`config.mk`:
```
export PLATFORM = sky130hd
export DESIGN_NAME = chan_mux_rr_flat
export DESIGN_NICKNAME = d
export VERILOG_FILES = /design/src/rtl/chan_mux_rr_if.sv /design/src/rtl/chan_mux_rr.sv /design/src/flat_wrapper.sv
export SDC_FILE = /design/constraint.sdc
export NUM_CORES = 1
export LEC_CHECK = 0
export ABC_CLOCK_PERIOD_IN_PS = 2200
export BUFFER_PORTS_ARGS = -buffer_cell sky130_fd_sc_hd__buf_2
export CORE_UTILIZATION = 44
export CTS_BUF_LIST = sky130_fd_sc_hd__clkbuf_4 sky130_fd_sc_hd__clkbuf_8 sky130_fd_sc_hd__clkbuf_16
export DETAILED_ROUTE_END_ITERATION = 8
export PLACE_DENSITY = 0.76
export SKIP_LAST_GASP = 1
export SLEW_MARGIN = 0
export SYNTH_ARGS = -nofsm -noshare
export SYNTH_HDL_FRONTEND = slang
export SYNTH_SLANG_ARGS = --single-unit
```
`constraint.sdc`:
```
create_clock -name clk -period 2.2 [get_ports clk]
set_input_delay 0.33 -clock clk [delete_from_list [all_inputs] [get_ports clk]]
set_output_delay 0.33 -clock clk [all_outputs]
set_load 0.005 [all_outputs]
```
`src/rtl/chan_mux_rr_if.sv`:
```
`default_nettype none
// +----------------------------------------------------------------------+
// | chan_mux_rr_if : producer/consumer bus for the N:1 handshake mux     |
// | rev 1.0                                                              |
// +----------------------------------------------------------------------+
interface chan_mux_rr_if #(
   parameter int WIDTH = 4,
   parameter int NCH   = 4
);
   localparam int SELW = $clog2(NCH);

   logic [NCH*WIDTH-1:0] in_data;
   logic [NCH-1:0]       in_valid;
   logic [NCH-1:0]       in_ready;
   logic                 mode;
   logic [SELW-1:0]      sel;
   logic [WIDTH-1:0]     out_data;
   logic                 out_valid;
   logic                 out_ready;
   logic [SELW-1:0]      out_chan;

   // master: the environment side (producers, consumer, control)
   modport master (
      output in_data, in_valid, mode, sel, out_ready,
      input  in_ready, out_data, out_valid, out_chan
   );

   // slave: the mux itself
   modport slave (
      input  in_data, in_valid, mode, sel, out_ready,
      output in_ready, out_data, out_valid, out_chan
   );
endinterface
`default_nettype wire

```
`src/rtl/chan_mux_rr.sv`:
```
`default_nettype none
// +----------------------------------------------------------------------+
// | chan_mux_rr : registered N:1 valid/ready mux, fixed or round-robin   |
// | rev 1.0                                                              |
// +----------------------------------------------------------------------+
module chan_mux_rr #(
   parameter int WIDTH = 4,
   parameter int NCH   = 4
) (
   input  wire logic   clk,
   input  wire logic   rst_n,
   chan_mux_rr_if.slave bus
);
   localparam int SELW = $clog2(NCH);

   logic [1:0]       r_rst_sync;
   logic [SELW-1:0]  r_ptr;
   logic [WIDTH-1:0] r_out_data;
   logic [SELW-1:0]  r_out_chan;
   logic             r_out_valid;

   logic             w_rst_ok;
   logic             w_load_en;
   logic [SELW-1:0]  w_pick;
   logic             w_pick_ok;
   logic [WIDTH-1:0] w_pick_data;
   logic             w_take;

   // Reset asserts asynchronously but releases two edges later, synchronously.
   always_ff @(posedge clk or negedge rst_n) begin
      if (!rst_n) r_rst_sync <= 2'b00;
      else        r_rst_sync <= {r_rst_sync[0], 1'b1};
   end
   assign w_rst_ok  = r_rst_sync[1];
   assign w_load_en = !r_out_valid || bus.out_ready;

   // Round-robin search runs from ptr+NCH down to ptr+1 so the nearest
   // valid channel after ptr is the last (winning) assignment.
   always_comb begin
      int idx;
      idx       = 0;
      w_pick    = '0;
      w_pick_ok = 1'b0;
      if (bus.mode) begin
         for (int k = NCH; k >= 1; k--) begin
            idx = int'(r_ptr) + k;
            if (idx >= NCH) idx = idx - NCH;
            if (bus.in_valid[idx[SELW-1:0]]) begin
               w_pick    = idx[SELW-1:0];
               w_pick_ok = 1'b1;
            end
         end
      end else begin
         w_pick = bus.sel;
         for (int i = 0; i < NCH; i++) begin
            if ((int'(bus.sel) == i) && bus.in_valid[i]) w_pick_ok = 1'b1;
         end
      end
   end

   always_comb begin
      w_pick_data = '0;
      for (int i = 0; i < NCH; i++) begin
         if (w_pick == SELW'(i)) w_pick_data = bus.in_data[i*WIDTH +: WIDTH];
      end
   end

   generate
      for (genvar i = 0; i < NCH; i++) begin : g_ready
         assign bus.in_ready[i] = w_rst_ok && w_load_en && w_pick_ok && (w_pick == SELW'(i));
      end
   endgenerate

   assign w_take = |(bus.in_ready & bus.in_valid);

   always_ff @(posedge clk or negedge rst_n) begin
      if (!rst_n) begin
         r_out_valid <= 1'b0;
         r_out_data  <= '0;
         r_out_chan  <= '0;
         r_ptr       <= SELW'(NCH - 1);
      end else if (w_take) begin
         r_out_valid <= 1'b1;
         r_out_data  <= w_pick_data;
         r_out_chan  <= w_pick;
         if (bus.mode) r_ptr <= w_pick;
      end else if (r_out_valid && bus.out_ready) begin
         r_out_valid <= 1'b0;
      end
   end

   assign bus.out_data  = r_out_data;
   assign bus.out_chan  = r_out_chan;
   assign bus.out_valid = r_out_valid;
endmodule
`default_nettype wire

```
`src/flat_wrapper.sv`:
```
// flat-port wrapper written by rule: the top's interface ports become plain ports
module chan_mux_rr_flat 
#(
   parameter int WIDTH = 4,
   parameter int NCH   = 4
)
  (clk, rst_n, bus_in_data, bus_in_valid, bus_mode, bus_sel, bus_out_ready, bus_in_ready, bus_out_data, bus_out_valid, bus_out_chan);
  chan_mux_rr_if #(.WIDTH(WIDTH), .NCH(NCH)) bus_i ();
  input  wire logic clk;
  input  wire logic rst_n;
  input wire logic [$bits(bus_i.in_data)-1:0] bus_in_data;
  input wire logic [$bits(bus_i.in_valid)-1:0] bus_in_valid;
  input wire logic [$bits(bus_i.mode)-1:0] bus_mode;
  input wire logic [$bits(bus_i.sel)-1:0] bus_sel;
  input wire logic [$bits(bus_i.out_ready)-1:0] bus_out_ready;
  output wire logic [$bits(bus_i.in_ready)-1:0] bus_in_ready;
  output wire logic [$bits(bus_i.out_data)-1:0] bus_out_data;
  output wire logic [$bits(bus_i.out_valid)-1:0] bus_out_valid;
  output wire logic [$bits(bus_i.out_chan)-1:0] bus_out_chan;
  assign bus_i.in_data = bus_in_data;
  assign bus_i.in_valid = bus_in_valid;
  assign bus_i.mode = bus_mode;
  assign bus_i.sel = bus_sel;
  assign bus_i.out_ready = bus_out_ready;
  assign bus_in_ready = bus_i.in_ready;
  assign bus_out_data = bus_i.out_data;
  assign bus_out_valid = bus_i.out_valid;
  assign bus_out_chan = bus_i.out_chan;
  chan_mux_rr #(.WIDTH(WIDTH), .NCH(NCH)) u_core (.clk(clk), .rst_n(rst_n), .bus(bus_i));
endmodule
```
==> reports/metrics.csv <==
stage,metric,value,unit
yosys,yosys.cell_types.count,26,
worst_hold_path,hold_path_depth,3,
placed_design,post-place-ws,16.16,ps
global_routing,grt_first_pass_wirelength,3.049,mm
power_and_ir_drop,p_leak,0.5644,nW
floorplanning,coreArea,0.001524,mm2
layout,synthToLayoutAreaGrowth,49.31,%
yosys,synth.most_common_cell,mux2i_1,
yosys,synth.avg_cell_area,10.26,um2
yosys,synth-compound-area-share,14.43,%
yosys,synth_edf_count,0,
power_and_ir_drop,max-vdd-ir-drop,0.6025,mV
layout,drive_above_1_share,56.67,%
power_and_ir_drop,pwr-share-clk,17.4,%
clock_tree,clkSinkCount,11,
global_routing,grt_pass1_vias,751,
sta,finalWorstSetupSlack,-69.63,ps
yosys,netlist_top_cells_area,"dfrtp_1, mux2i_1, dfstp_2",
critical_path,crit_fanout,7,
global_routing,grt.overflow.total,0,
yosys,synthArstFlopShare,100.0,%
yosys,syn_inst,71,
floorplanning,start_util,47.78,%
sta,drv_slew,0,
sta,setup_viol,2,
flow_run,drv_cap,0,
critical_path,setup.worst_path.end_class,output pin,
layout,fill_cells,132,
yosys,synth.net_count,97,
sta,fin_crit,2270,ps
yosys,synth_top_family_by_area,multiplexers,
critical_path,worstPathRequired,1870,ps
layout,antenna_cells,0,
sta,finalCritPeriodShare,103.2,%
outcome,violations,negative setup slack,
global_routing,grt_antenna_before_repair,0,
sta,rsz0062_at_grt,yes,
yosys,synth_top_area_share,30.93,%
floorplanning,dieWidth,42.68,um
critical_path,crit_type,register to output pin,
placed_design,gp_congestion,0.8271,
floorplanning,die_h,42.68,um
layout,final_cell_area,0.001087,mm2
yosys,synth.cell_area,728.2,um2
outcome,status,"complete, but fails checks",
critical_path,crit_arrival,1940,ps
yosys,yosys_warnings,0,
yosys,synthTopCellsByCount,"mux2i_1, dfrtp_1, nand2_1",
critical_path,start_kind,register,
clock_tree,cts_buffers,3,
layout,finish.net_count,147,
placed_design,dp_hpwl,1.253,mm
clock_tree,cts-root-buf,clkbuf_4,
clock_tree,htree_levels,1,
global_routing,grt.total_usage,22.42,%
power_and_ir_drop,combPwrFrac,46.2,%
power_and_ir_drop,intPower,575.3,uW
worst_hold_path,hold_path_class,input port to register,
clock_tree,clock_latency,270,ps
route,wirelength,1.797,mm
sta,max_freq,440.6,MHz
placed_design,port-buffer-count,36,
route,drtAntennaViolNets,0,
global_routing,grt_start_max_net_pins,12,
clock_tree,clockBufferDepth,2,
floorplanning,fp.dieArea,0.001822,mm2
critical_path,r2r_cells,8,
clock_tree,path_clk_slew,70,ps
route,avgViaCountPerCell,5.221,
yosys,yosys_register_bits,11,
yosys,synth_ff_type,dfrtp_1,
clock_tree,cts_tree,built,
power_and_ir_drop,switchingPower,274.6,uW
yosys,synth-simple-area-share,15.98,%
yosys,synthMuxAreaShare,25.77,%
sta,hold_viol_final,0,
placed_design,placed_cell_area,933.4,um2
floorplanning,fp-row-count,14,
floorplanning,ios,37,
route,wl_per_cell,13.21,um
yosys,synthAdderAreaFrac,0,%
yosys,yosysSeqAreaShare,38.14,%
sta,final.setup.tns,-135.7,ps
power_and_ir_drop,switching_share,32.31,%
yosys,synth.largest_area_cell,dfrtp_1,
sta,clock_skew,6.065,ps
power_and_ir_drop,p_seq_share,36.4,%
route,drt-pass1-iter-count,3,
route,num_vias,710,
power_and_ir_drop,p_per_area,781.7,mW/mm2
route,drc,0,
yosys,synth_xor_area_share,0,%
route,drt-initial-drc-count,14,
-- placed cells by master (no fill, tap or decap), drive strengths merged --
| cell | n |
|---|---|
| o21a | 1 |
| buf | 46 |
| mux2i | 12 |
| and2b | 2 |
| a211oi | 1 |
| dfrtp | 9 |
| nor2 | 5 |
| nor2b | 1 |
| a311o | 1 |
| a31o | 1 |
| clkbuf | 4 |
| mux4 | 1 |
| a41oi | 1 |
| nor3b | 1 |
| dfstp | 2 |
| a2111oi | 1 |
| conb | 1 |
| nand2b | 4 |
| inv | 4 |
| and3 | 1 |
| mux2 | 4 |
| o211ai | 1 |
| dlygate4sd3 | 1 |
| nand2 | 9 |
| a31oi | 3 |
| o21ai | 2 |
| a21oi | 1 |
-- critical path: stages, from the launching register on --
cell and delay, ps:
dfstp_2 590, nand2b_4 150, a21oi_2 50, a311o_1 310, a31o_4 260, and2b_2 190, buf_2 120
-- stage by stage --
step | utilization [%] | hold WS (ps) | power, mW | std cells
CTS | 70.36 | 336.0 | 0.8391 | 136
finish | 71.35 | 339.7 | 0.8499 | 136
global route | 71.35 | 348.4 | 0.9037 | 136
detailed placement | 61.25 | 206.4 | 0.6102 | 123
floorplan | - | 34.41 | 0.4954 | 71
global placement | 61.25 | 204.5 | 0.5988 | 123
-- area by class of cell --
cell class	instances	area, um2	share of cell area, %
clock buffer	4	30.03	2.762
inverter	4	15.01	1.381
multi-input combinational	54	466.7	42.92
sequential	11	277.8	25.55
tap	16	20.02	1.841
timing repair buffer	47	277.8	25.55
-- power groups by stage --
stage	logic, mW	clock network (mW)	registers (mW)
after floorplan	0.185	0	0.310
after global placement	0.291	0	0.308
after detailed placement	0.299	0	0.311
after CTS	0.378	0.153	0.308
after global routing	0.426	0.162	0.316
final	0.393	0.148	0.309
-- repair_timing --
| item | 4_1_cts | 5_1_grt |
|---|---|---|
| hold buffers | 1 | 0 |
| pin swaps | 5 | 2 |
| endpoints found under the setup margin | 4 | 4 |
| buffers inserted | 8 | 0 |
| cloned | 0 | 0 |
| gates resized for setup | 8 | 2 |
| hold endpoints to repair | 9 | 0 |
-- final timing paths --
kind / to / startpoint / slack (ps)
worst max register to register: u_core.bus.out_data[1]$_DFFE_PN0P_ / u_core.r_ptr[1]$_DFFE_PN1P_ / 180
worst min register to register: u_core.r_rst_sync[1]$_DFF_PN0_ / u_core.r_rst_sync[0]$_DFF_PN0_ / 350
worst max-delay path: bus_in_ready[0] / u_core.r_ptr[1]$_DFFE_PN1P_ / -70
min in group asynchronous: u_core.bus.out_chan[0]$_DFFE_PN0P_ / rst_n / 450
max in group asynchronous: u_core.r_ptr[0]$_DFFE_PN1P_ / rst_n / 1480
worst min-delay path: u_core.bus.out_valid$_DFFE_PN0P_ / bus_out_ready / 340
-- state kept, by name, summed over array words and instances, names as in the netlist --
| name | flops |
|---|---|
| u_core.bus.out_valid | 1 |
| u_core.r_ptr | 2 |
| u_core.r_rst_sync | 2 |
| u_core.bus.out_data | 4 |
| u_core.bus.out_chan | 2 |
-- layer usage --
layer,share of wire [%],vias up,global-route usage [%],routed length (um)
met5,0,-,0,0
met4,1.7,0,10.00,30
met3,4.5,4,2.979,81
met2,49,23,38.79,874
met1,45,331,27.50,810
li1,-,352,-,-
-- kinds of logic after synthesis --
group,count (synthesis)
flops,11
mux,17
buf+inv,6
compound gates,13
other cells,1
simple gates,23
(Power assumes the default switching activity.)
